==> config.mk <==
export PLATFORM = sky130hd
export DESIGN_NAME = lsu_mem_ctrl
export DESIGN_NICKNAME = d
export VERILOG_FILES = /design/src/rtl/lsu_pkg.sv /design/src/rtl/lsu_align.sv /design/src/rtl/lsu_mem_ctrl.sv
export SDC_FILE = /design/constraint.sdc
export NUM_CORES = 1
export LEC_CHECK = 0
export CAP_MARGIN = 20
export CORE_MARGIN = 2
export CORE_UTILIZATION = 40
export CTS_CLUSTER_SIZE = 8
export DETAILED_ROUTE_END_ITERATION = 16
export PLACE_DENSITY = 0.8
export SLEW_MARGIN = 10
export SYNTH_ARGS = -nofsm -noshare
export SYNTH_HDL_FRONTEND = slang
export SYNTH_SLANG_ARGS = --single-unit
==> constraint.sdc <==
create_clock -name clk_i -period 12.2 [get_ports clk_i]
set_input_delay 3.66 -clock clk_i [delete_from_list [all_inputs] [get_ports clk_i]]
set_output_delay 3.66 -clock clk_i [all_outputs]
set_load 0.005 [all_outputs]
==> src/rtl/lsu_pkg.sv <==
// Shared definitions for the load/store unit: RV32/RV64 opcode and funct3
// encodings, FSM state enum, access-size type and the funct3 legality check.
package lsu_pkg;

    localparam logic [6:0] OPC_LOAD  = 7'b0000011;
    localparam logic [6:0] OPC_STORE = 7'b0100011;

    // Load funct3
    localparam logic [2:0] F3_LB  = 3'b000;
    localparam logic [2:0] F3_LH  = 3'b001;
    localparam logic [2:0] F3_LW  = 3'b010;
    localparam logic [2:0] F3_LD  = 3'b011;
    localparam logic [2:0] F3_LBU = 3'b100;
    localparam logic [2:0] F3_LHU = 3'b101;
    localparam logic [2:0] F3_LWU = 3'b110;

    // Store funct3
    localparam logic [2:0] F3_SB  = 3'b000;
    localparam logic [2:0] F3_SH  = 3'b001;
    localparam logic [2:0] F3_SW  = 3'b010;
    localparam logic [2:0] F3_SD  = 3'b011;

    typedef enum logic [2:0] {
        ST_IDLE = 3'd0,
        ST_REQ  = 3'd1,
        ST_WAIT = 3'd2,
        ST_RESP = 3'd3,
        ST_ERR  = 3'd4
    } lsu_state_e;

    // funct3[1:0] directly encodes log2 of the access size for both loads and stores.
    typedef enum logic [1:0] {
        BYTE   = 2'd0,
        HALF   = 2'd1,
        WORD   = 2'd2,
        DOUBLE = 2'd3
    } mem_size_t;

    // 64-bit-only encodings (LD, LWU, SD) are rejected when wide is 0.
    function automatic logic f3_illegal(input logic is_load, input logic [2:0] f3,
                                        input logic wide);
        if (is_load)
            return (f3 == 3'b111) || (!wide && (f3 == F3_LD || f3 == F3_LWU));
        return f3[2] || (!wide && f3 == F3_SD);
    endfunction

endpackage

==> src/rtl/lsu_align.sv <==
// Combinational address/lane logic for the load/store unit.
// Ports:
//   imm, funct3, op1, op2   - decoded immediate/funct3, base and store data
//   ea, off                 - effective address and byte offset within the lane
//   be, wdata, misalign     - byte enables, lane-shifted store data, alignment fault
//   ld_funct3, ld_off, rdata- registered load type/offset and raw memory data
//   ld_data                 - load value shifted down and sign/zero extended
module lsu_align
    import lsu_pkg::*;
#(
    parameter  int DATA_WIDTH = 32,
    parameter  int ADDR_WIDTH = 32,
    localparam int NB         = DATA_WIDTH / 8,
    localparam int OFFW       = $clog2(NB)
) (
    input  logic [11:0]           imm,
    input  logic [2:0]            funct3,
    input  logic [DATA_WIDTH-1:0] op1,
    input  logic [DATA_WIDTH-1:0] op2,
    output logic [ADDR_WIDTH-1:0] ea,
    output logic [OFFW-1:0]       off,
    output logic [NB-1:0]         be,
    output logic [DATA_WIDTH-1:0] wdata,
    output logic                  misalign,
    input  logic [2:0]            ld_funct3,
    input  logic [OFFW-1:0]       ld_off,
    input  logic [DATA_WIDTH-1:0] rdata,
    output logic [DATA_WIDTH-1:0] ld_data
);

    mem_size_t             size;
    int                    nbytes;
    logic [NB-1:0]         mask;
    logic [DATA_WIDTH-1:0] sh;

    assign ea   = ADDR_WIDTH'(op1) + ADDR_WIDTH'($signed(imm));
    assign off  = ea[OFFW-1:0];
    assign size = mem_size_t'(funct3[1:0]);

    always_comb begin
        nbytes   = 8;
        misalign = |ea[2:0];
        case (size)
            BYTE:    begin nbytes = 1; misalign = 1'b0;     end
            HALF:    begin nbytes = 2; misalign = ea[0];    end
            WORD:    begin nbytes = 4; misalign = |ea[1:0]; end
            default: begin nbytes = 8; misalign = |ea[2:0]; end
        endcase
    end

    // Naturally aligned access never crosses a lane, so a plain shift suffices.
    always_comb begin
        mask = '0;
        for (int i = 0; i < NB; i++)
            mask[i] = (i < nbytes);
    end

    assign be    = mask << off;
    assign wdata = op2 << {off, 3'b000};

    assign sh = rdata >> {ld_off, 3'b000};

    always_comb begin
        ld_data = sh;
        case (ld_funct3)
            F3_LB:   ld_data = DATA_WIDTH'($signed(sh[7:0]));
            F3_LH:   ld_data = DATA_WIDTH'($signed(sh[15:0]));
            F3_LW:   ld_data = DATA_WIDTH'($signed(sh[31:0]));
            F3_LBU:  ld_data = DATA_WIDTH'(sh[7:0]);
            F3_LHU:  ld_data = DATA_WIDTH'(sh[15:0]);
            F3_LWU:  ld_data = DATA_WIDTH'(sh[31:0]);
            default: ld_data = sh;
        endcase
    end

endmodule

==> src/rtl/lsu_mem_ctrl.sv <==
// Multi-cycle load/store unit: decodes loads/stores, issues one memory
// request at a time with req/gnt/rvalid handshake and returns extended
// load data for writeback.
// Ports:
//   clk_i, rst_i                     - clock, synchronous active-high reset
//   valid_i, inst_i, op1_i, op2_i    - issue interface (sampled only in IDLE)
//   busy_o                           - pipeline stall, high outside IDLE
//   mem_req_o .. mem_wdata_o         - memory request fields, held while req is up
//   mem_gnt_i, mem_rvalid_i, mem_rdata_i - memory grant / response
//   done_o, reg_we_o, reg_wdata_o    - completion pulse and writeback
//   misalign_o, illegal_o            - one-cycle fault pulses
module lsu_mem_ctrl
    import lsu_pkg::*;
#(
    parameter int DATA_WIDTH = 32,
    parameter int ADDR_WIDTH = 32
) (
    input  logic                    clk_i,
    input  logic                    rst_i,
    input  logic                    valid_i,
    input  logic [31:0]             inst_i,
    input  logic [DATA_WIDTH-1:0]   op1_i,
    input  logic [DATA_WIDTH-1:0]   op2_i,
    output logic                    busy_o,
    output logic                    mem_req_o,
    output logic                    mem_we_o,
    output logic [ADDR_WIDTH-1:0]   mem_addr_o,
    output logic [DATA_WIDTH/8-1:0] mem_be_o,
    output logic [DATA_WIDTH-1:0]   mem_wdata_o,
    input  logic                    mem_gnt_i,
    input  logic                    mem_rvalid_i,
    input  logic [DATA_WIDTH-1:0]   mem_rdata_i,
    output logic                    done_o,
    output logic                    reg_we_o,
    output logic [DATA_WIDTH-1:0]   reg_wdata_o,
    output logic                    misalign_o,
    output logic                    illegal_o
);

    localparam int NB   = DATA_WIDTH / 8;
    localparam int OFFW = $clog2(NB);

    lsu_state_e            state;

    logic [6:0]            opcode;
    logic [2:0]            funct3;
    logic                  is_load;
    logic                  is_store;
    logic [11:0]           imm;
    logic                  bad_enc;
    logic                  unused_bits;

    logic [ADDR_WIDTH-1:0] ea;
    logic [OFFW-1:0]       off;
    logic [NB-1:0]         be;
    logic [DATA_WIDTH-1:0] wdata;
    logic                  misalign;
    logic [DATA_WIDTH-1:0] ld_data;

    logic [ADDR_WIDTH-1:0] addr_q;
    logic [NB-1:0]         be_q;
    logic [DATA_WIDTH-1:0] wdata_q;
    logic                  we_q;
    logic [2:0]            f3_q;
    logic [OFFW-1:0]       off_q;
    logic                  err_ill;
    logic [DATA_WIDTH-1:0] rwd_q;

    assign opcode   = inst_i[6:0];
    assign funct3   = inst_i[14:12];
    assign is_load  = (opcode == OPC_LOAD);
    assign is_store = (opcode == OPC_STORE);
    assign imm      = is_store ? {inst_i[31:25], inst_i[11:7]} : inst_i[31:20];
    assign bad_enc  = f3_illegal(is_load, funct3, DATA_WIDTH == 64);

    // rs1 field: the register value arrives on op1_i already.
    assign unused_bits = ^inst_i[19:15];

    lsu_align #(
        .DATA_WIDTH (DATA_WIDTH),
        .ADDR_WIDTH (ADDR_WIDTH)
    ) u_align (
        .imm       (imm),
        .funct3    (funct3),
        .op1       (op1_i),
        .op2       (op2_i),
        .ea        (ea),
        .off       (off),
        .be        (be),
        .wdata     (wdata),
        .misalign  (misalign),
        .ld_funct3 (f3_q),
        .ld_off    (off_q),
        .rdata     (mem_rdata_i),
        .ld_data   (ld_data)
    );

    always_ff @(posedge clk_i) begin
        if (rst_i) begin
            state   <= ST_IDLE;
            addr_q  <= '0;
            be_q    <= '0;
            wdata_q <= '0;
            we_q    <= 1'b0;
            f3_q    <= '0;
            off_q   <= '0;
            err_ill <= 1'b0;
            rwd_q   <= '0;
        end else begin
            case (state)
                ST_IDLE: begin
                    if (valid_i && (is_load || is_store)) begin
                        if (bad_enc || misalign) begin
                            // Illegal takes priority when both faults apply.
                            state   <= ST_ERR;
                            err_ill <= bad_enc;
                        end else begin
                            state   <= ST_REQ;
                            addr_q  <= {ea[ADDR_WIDTH-1:OFFW], {OFFW{1'b0}}};
                            be_q    <= be;
                            wdata_q <= wdata;
                            we_q    <= is_store;
                            f3_q    <= funct3;
                            off_q   <= off;
                        end
                    end
                end
                ST_REQ: begin
                    if (mem_gnt_i)
                        state <= ST_WAIT;
                end
                ST_WAIT: begin
                    if (mem_rvalid_i) begin
                        if (!we_q)
                            rwd_q <= ld_data;
                        state <= ST_RESP;
                    end
                end
                ST_RESP: state <= ST_IDLE;
                ST_ERR:  state <= ST_IDLE;
                default: state <= ST_IDLE;
            endcase
        end
    end

    assign busy_o      = (state != ST_IDLE);
    assign mem_req_o   = (state == ST_REQ);
    assign mem_we_o    = we_q;
    assign mem_addr_o  = addr_q;
    assign mem_be_o    = be_q;
    assign mem_wdata_o = wdata_q;
    assign done_o      = (state == ST_RESP);
    assign reg_we_o    = (state == ST_RESP) && !we_q;
    assign reg_wdata_o = rwd_q;
    assign misalign_o  = (state == ST_ERR) && !err_ill;
    assign illegal_o   = (state == ST_ERR) && err_ill;

endmodule

==> flow_metrics.env <==
export IMPL_min_path_cells=2
export IMPL_cts_tree="yes"
export IMPL_synth_xor_area_share_pct=3.57
export IMPL_critPathMaxStageDelay_ns=0.41
export IMPL_reg2reg_slack_ns=9.51
export IMPL_ant_nets=0
export IMPL_placed_area_mm2=0.00906
export IMPL_crit_slowest_cell="clkdlybuf4s50_1"
export IMPL_die_h_um=133
export IMPL_placed_cells=1296
export IMPL_clock_sinks=108
export IMPL_pwr_share_seq_pct=42.7
export IMPL_min_period_ns=7.39
export IMPL_cp_end_kind="register"
export IMPL_clockPowerShare_pct=33.2
export IMPL_worstRegToRegCells=7
export IMPL_timing_setup_tns_ns=0
export IMPL_antenna_cells=0
export IMPL_portBuffers=232
export IMPL_globalRouteOverflowTotal=0
export IMPL_antenna_found_initial=0
export IMPL_netlist_area_mm2=0.00663
export IMPL_final_cells=1311
export IMPL_ys_types=55
export IMPL_dr_first_iter_drc_count=432
export IMPL_synth_seq_area_share_pct=32.6
export IMPL_timing_rr_start="state[1]"
export IMPL_synthFlopType="dfxtp_1"
export IMPL_io_pins=240
export IMPL_setup_viol=0
export IMPL_dieArea_mm2=0.0176
export IMPL_globalplace_congestion=0.911
export IMPL_slew_headroom_pct=34.8
export IMPL_avgViaCountPerCell=5.48
export IMPL_die_w_um=133
export IMPL_post_cts_resized=0
export IMPL_leakagePower_nw=3.40
export IMPL_hpwl_mm=16.2
export IMPL_post_cts_buffers=0
export IMPL_grt_use_total_pct=23.8
export IMPL_outcome="finished, final reports clean"
export IMPL_hold_viol=0
export IMPL_synth_adder_area_share_pct=6.23
export IMPL_arrival_ns=7.70
export IMPL_cts_inserted_buffers=9
export IMPL_path_max_fanout=35
export IMPL_vias=7179
export IMPL_fin_skew_ns=0.00773
export IMPL_tightest_slew_ns=0.978
export IMPL_synth_top_family_by_area="compound AO/OA/AOI/OAI gates"
export IMPL_peakVddDrop_uv=63.2
export IMPL_rsz0062_at_grt="no"
export IMPL_crit_buf_inv=3
export IMPL_clk_pin_slew_worst_paths_ns=0.07
export IMPL_swShare_pct=28.9
export IMPL_cp_required_ns=12.50
export IMPL_critical_path_class="input pin to register"
export IMPL_synth_edff_count=0
export IMPL_synth_seq_cells=108
export IMPL_r2r_end="reg_wdata_o[30]"
export IMPL_post_route_period_util_pct=60.6
export IMPL_cp_cell_sequence="clkdlybuf4s50_1 -> nor4_1 -> and3_2 -> nand2_1 -> mux2_2 -> ha_1 -> xor2_2 -> buf_4 -> a21oi_1 -> nor2_1 -> nor3_2 -> buf_4 -> nand2_1 -> nor4b_1 -> a211o_1"
export IMPL_area_growth_pct=40.8
export IMPL_clock_path_buffers=2
export IMPL_intPower_uw=587
export IMPL_h_tree_depth=3
export IMPL_power_per_cell_area_mw_per_mm2=88.6
export IMPL_holdPathEnd="mem_wdata_o[3]"
export IMPL_row_count=47
export IMPL_synthSimpleGateAreaFrac_pct=22.0
export IMPL_dr_pass1_iters=5
export IMPL_syn_avg_cell_area_um2=7.40
export IMPL_worstHoldStart="mem_wdata_o[3]"
export IMPL_combPwrFrac_pct=24.1
export IMPL_drv_slew=0
export IMPL_p_switching_uw=239
export IMPL_drc_errors=0
export IMPL_ys_warn_count=0
export IMPL_critPathTopFamily="simple AND/OR/NAND/NOR gates"
export IMPL_routed_wl_mm=21.7
export IMPL_root_buffer="clkbuf_16"
export IMPL_start_kind="input pin"
export IMPL_synth_compound_area_share_pct=23.8
export IMPL_cts_hold_buf=0
export IMPL_muxShareOfSynthArea_pct=7.20
export IMPL_wl_per_cell_um=16.6
export IMPL_grt_max_degree=83
export IMPL_drive_above_1_share_pct=4.67
export IMPL_max_freq_ghz=0.135
export IMPL_core_mm2=0.0164
export IMPL_grt_pass1_vias=6666
export IMPL_insertion_delay_ns=0.35
export IMPL_grt_first_pass_wirelength_mm=33.7
export IMPL_synth_cells=895
export IMPL_fin_area_mm2=0.00933
export IMPL_final_net_count=1253
export IMPL_holdCritPathClass="register to register"
export IMPL_initial_core_util_pct=40.4
export IMPL_maxCapViolCount=0
export IMPL_utilization_pct=56.8
export IMPL_synthArstFlopShare_pct=0
flip-flops by register name, summed over array words and instances (netlist names):
name,flops
mem_wdata_o,32
reg_wdata_o,32
mem_addr_o,30
mem_be_o,4
f3_q,3
state,3
off_q,2
err_ill,1
mem_we_o,1
synthesized netlist by cell type (all sizes together), types with 2 or more instances:
library cell	count	share of area, %
dfxtp	108	33
or3	6	0.64
o31ai	6	0.68
nor4	3	0.28
mux2	13	2.2
o211ai	8	0.91
a221oi	2	0.26
ha	33	6.2
xnor2	15	2.0
o21ai	56	4.2
a211o	2	0.26
nor4b	3	0.40
a211oi	10	1.1
nand2	171	9.7
nand2b	3	0.28
nand3	24	1.8
and2	3	0.28
a31oi	7	0.76
a21boi	4	0.45
and3	3	0.30
nand4	7	0.66
inv	15	0.85
a21o	14	1.6
o21bai	5	0.57
a311oi	9	1.2
clkbuf	43	2.4
nor3	31	2.3
a21oi	136	10
nor2	67	3.8
nand3b	3	0.34
or2	6	0.57
xor2	12	1.6
nor2b	5	0.47
mux2i	33	5.0
buf	17	1.2
cells in the final DEF (no fill, tap or decap), drive strengths merged, types with 6 or more instances in the layout:
master           n
a211oi          10
a21o            14
a21oi          136
a311oi           9
a31oi            7
buf              9
clkbuf          11
clkdlybuf4s50  231
dfxtp          108
ha              33
inv             16
mux2            13
mux2i           33
nand2          171
nand3           24
nand4            7
nor2            67
nor3            31
o211ai           8
o21ai           56
o31ai            6
or2              6
or3              6
xnor2           15
xor2            12
power groups by stage:
stage                     Combinational [mW]  Clock (mW)  Sequential, mW
after floorplan                        0.118           0           0.361
after global placement                 0.194           0           0.361
after detailed placement               0.196           0           0.361
after CTS                              0.197       0.280           0.353
after global routing                   0.217       0.295           0.353
final                                  0.199       0.274           0.353
logic make-up (layout without fill, tap and decap cells):
group | count (synthesis) | after routing
adder cells (fa/ha/maj) | 33 | 33
flip-flops | 108 | 108
multiplexers | 46 | 46
other | 1 | 2
XOR/XNOR | 27 | 27
buffers and inverters | 75 | 270
AND/OR/NAND/NOR | 336 | 336
AO/OA/AOI/OAI | 269 | 269
worst max path at each step:
stage | endpoint | start | cells after the start
floorplan | mem_addr_o[30] | inst_i[3] | 13
global placement | mem_addr_o[31] | inst_i[2] | 15
detailed placement | mem_addr_o[31] | inst_i[2] | 15
CTS | mem_addr_o[31] | inst_i[2] | 15
global route | mem_addr_o[30] | inst_i[3] | 15
finish | mem_addr_o[30] | inst_i[2] | 15
worst register-to-register path: cells and delay by family (launching register included):
family                 cells  cell delay (ns)
buffers and inverters      1             0.11
DFF                        1             0.46
AOI/OAI and AO/OA          2             0.89
and+or+nand+nor            4             1.09
layout make-up:
class	count	area (µm²)
Clock inverter	4	23.8
Fill cell	1535	7080
Sequential cell	108	2160
Clock buffer	11	243
Tap cell	220	275
Inverter	15	56.3
Multi-Input combinational cell	713	4190
Timing Repair Buffer	240	2380
per-layer routing:
layer	track usage, %	vias to the layer above	wire (µm)
li1	-	3542	-
met3	4.60	49	1470
met2	40.8	279	10300
met5	0	-	0
met1	29.5	3309	9320
met4	8.96	0	632
metrics by stage:
stage / setup WS (ns) / hold slack [ns] / total power, mW
detailed placement: 4.42 / 0.444 / 0.557
finish: 4.81 / 0.450 / 0.826
floorplan: 5.55 / 0.446 / 0.479
global placement: 4.48 / 0.437 / 0.555
global route: 4.47 / 0.470 / 0.865
CTS: 4.77 / 0.453 / 0.830
(Power assumes the default switching activity.)
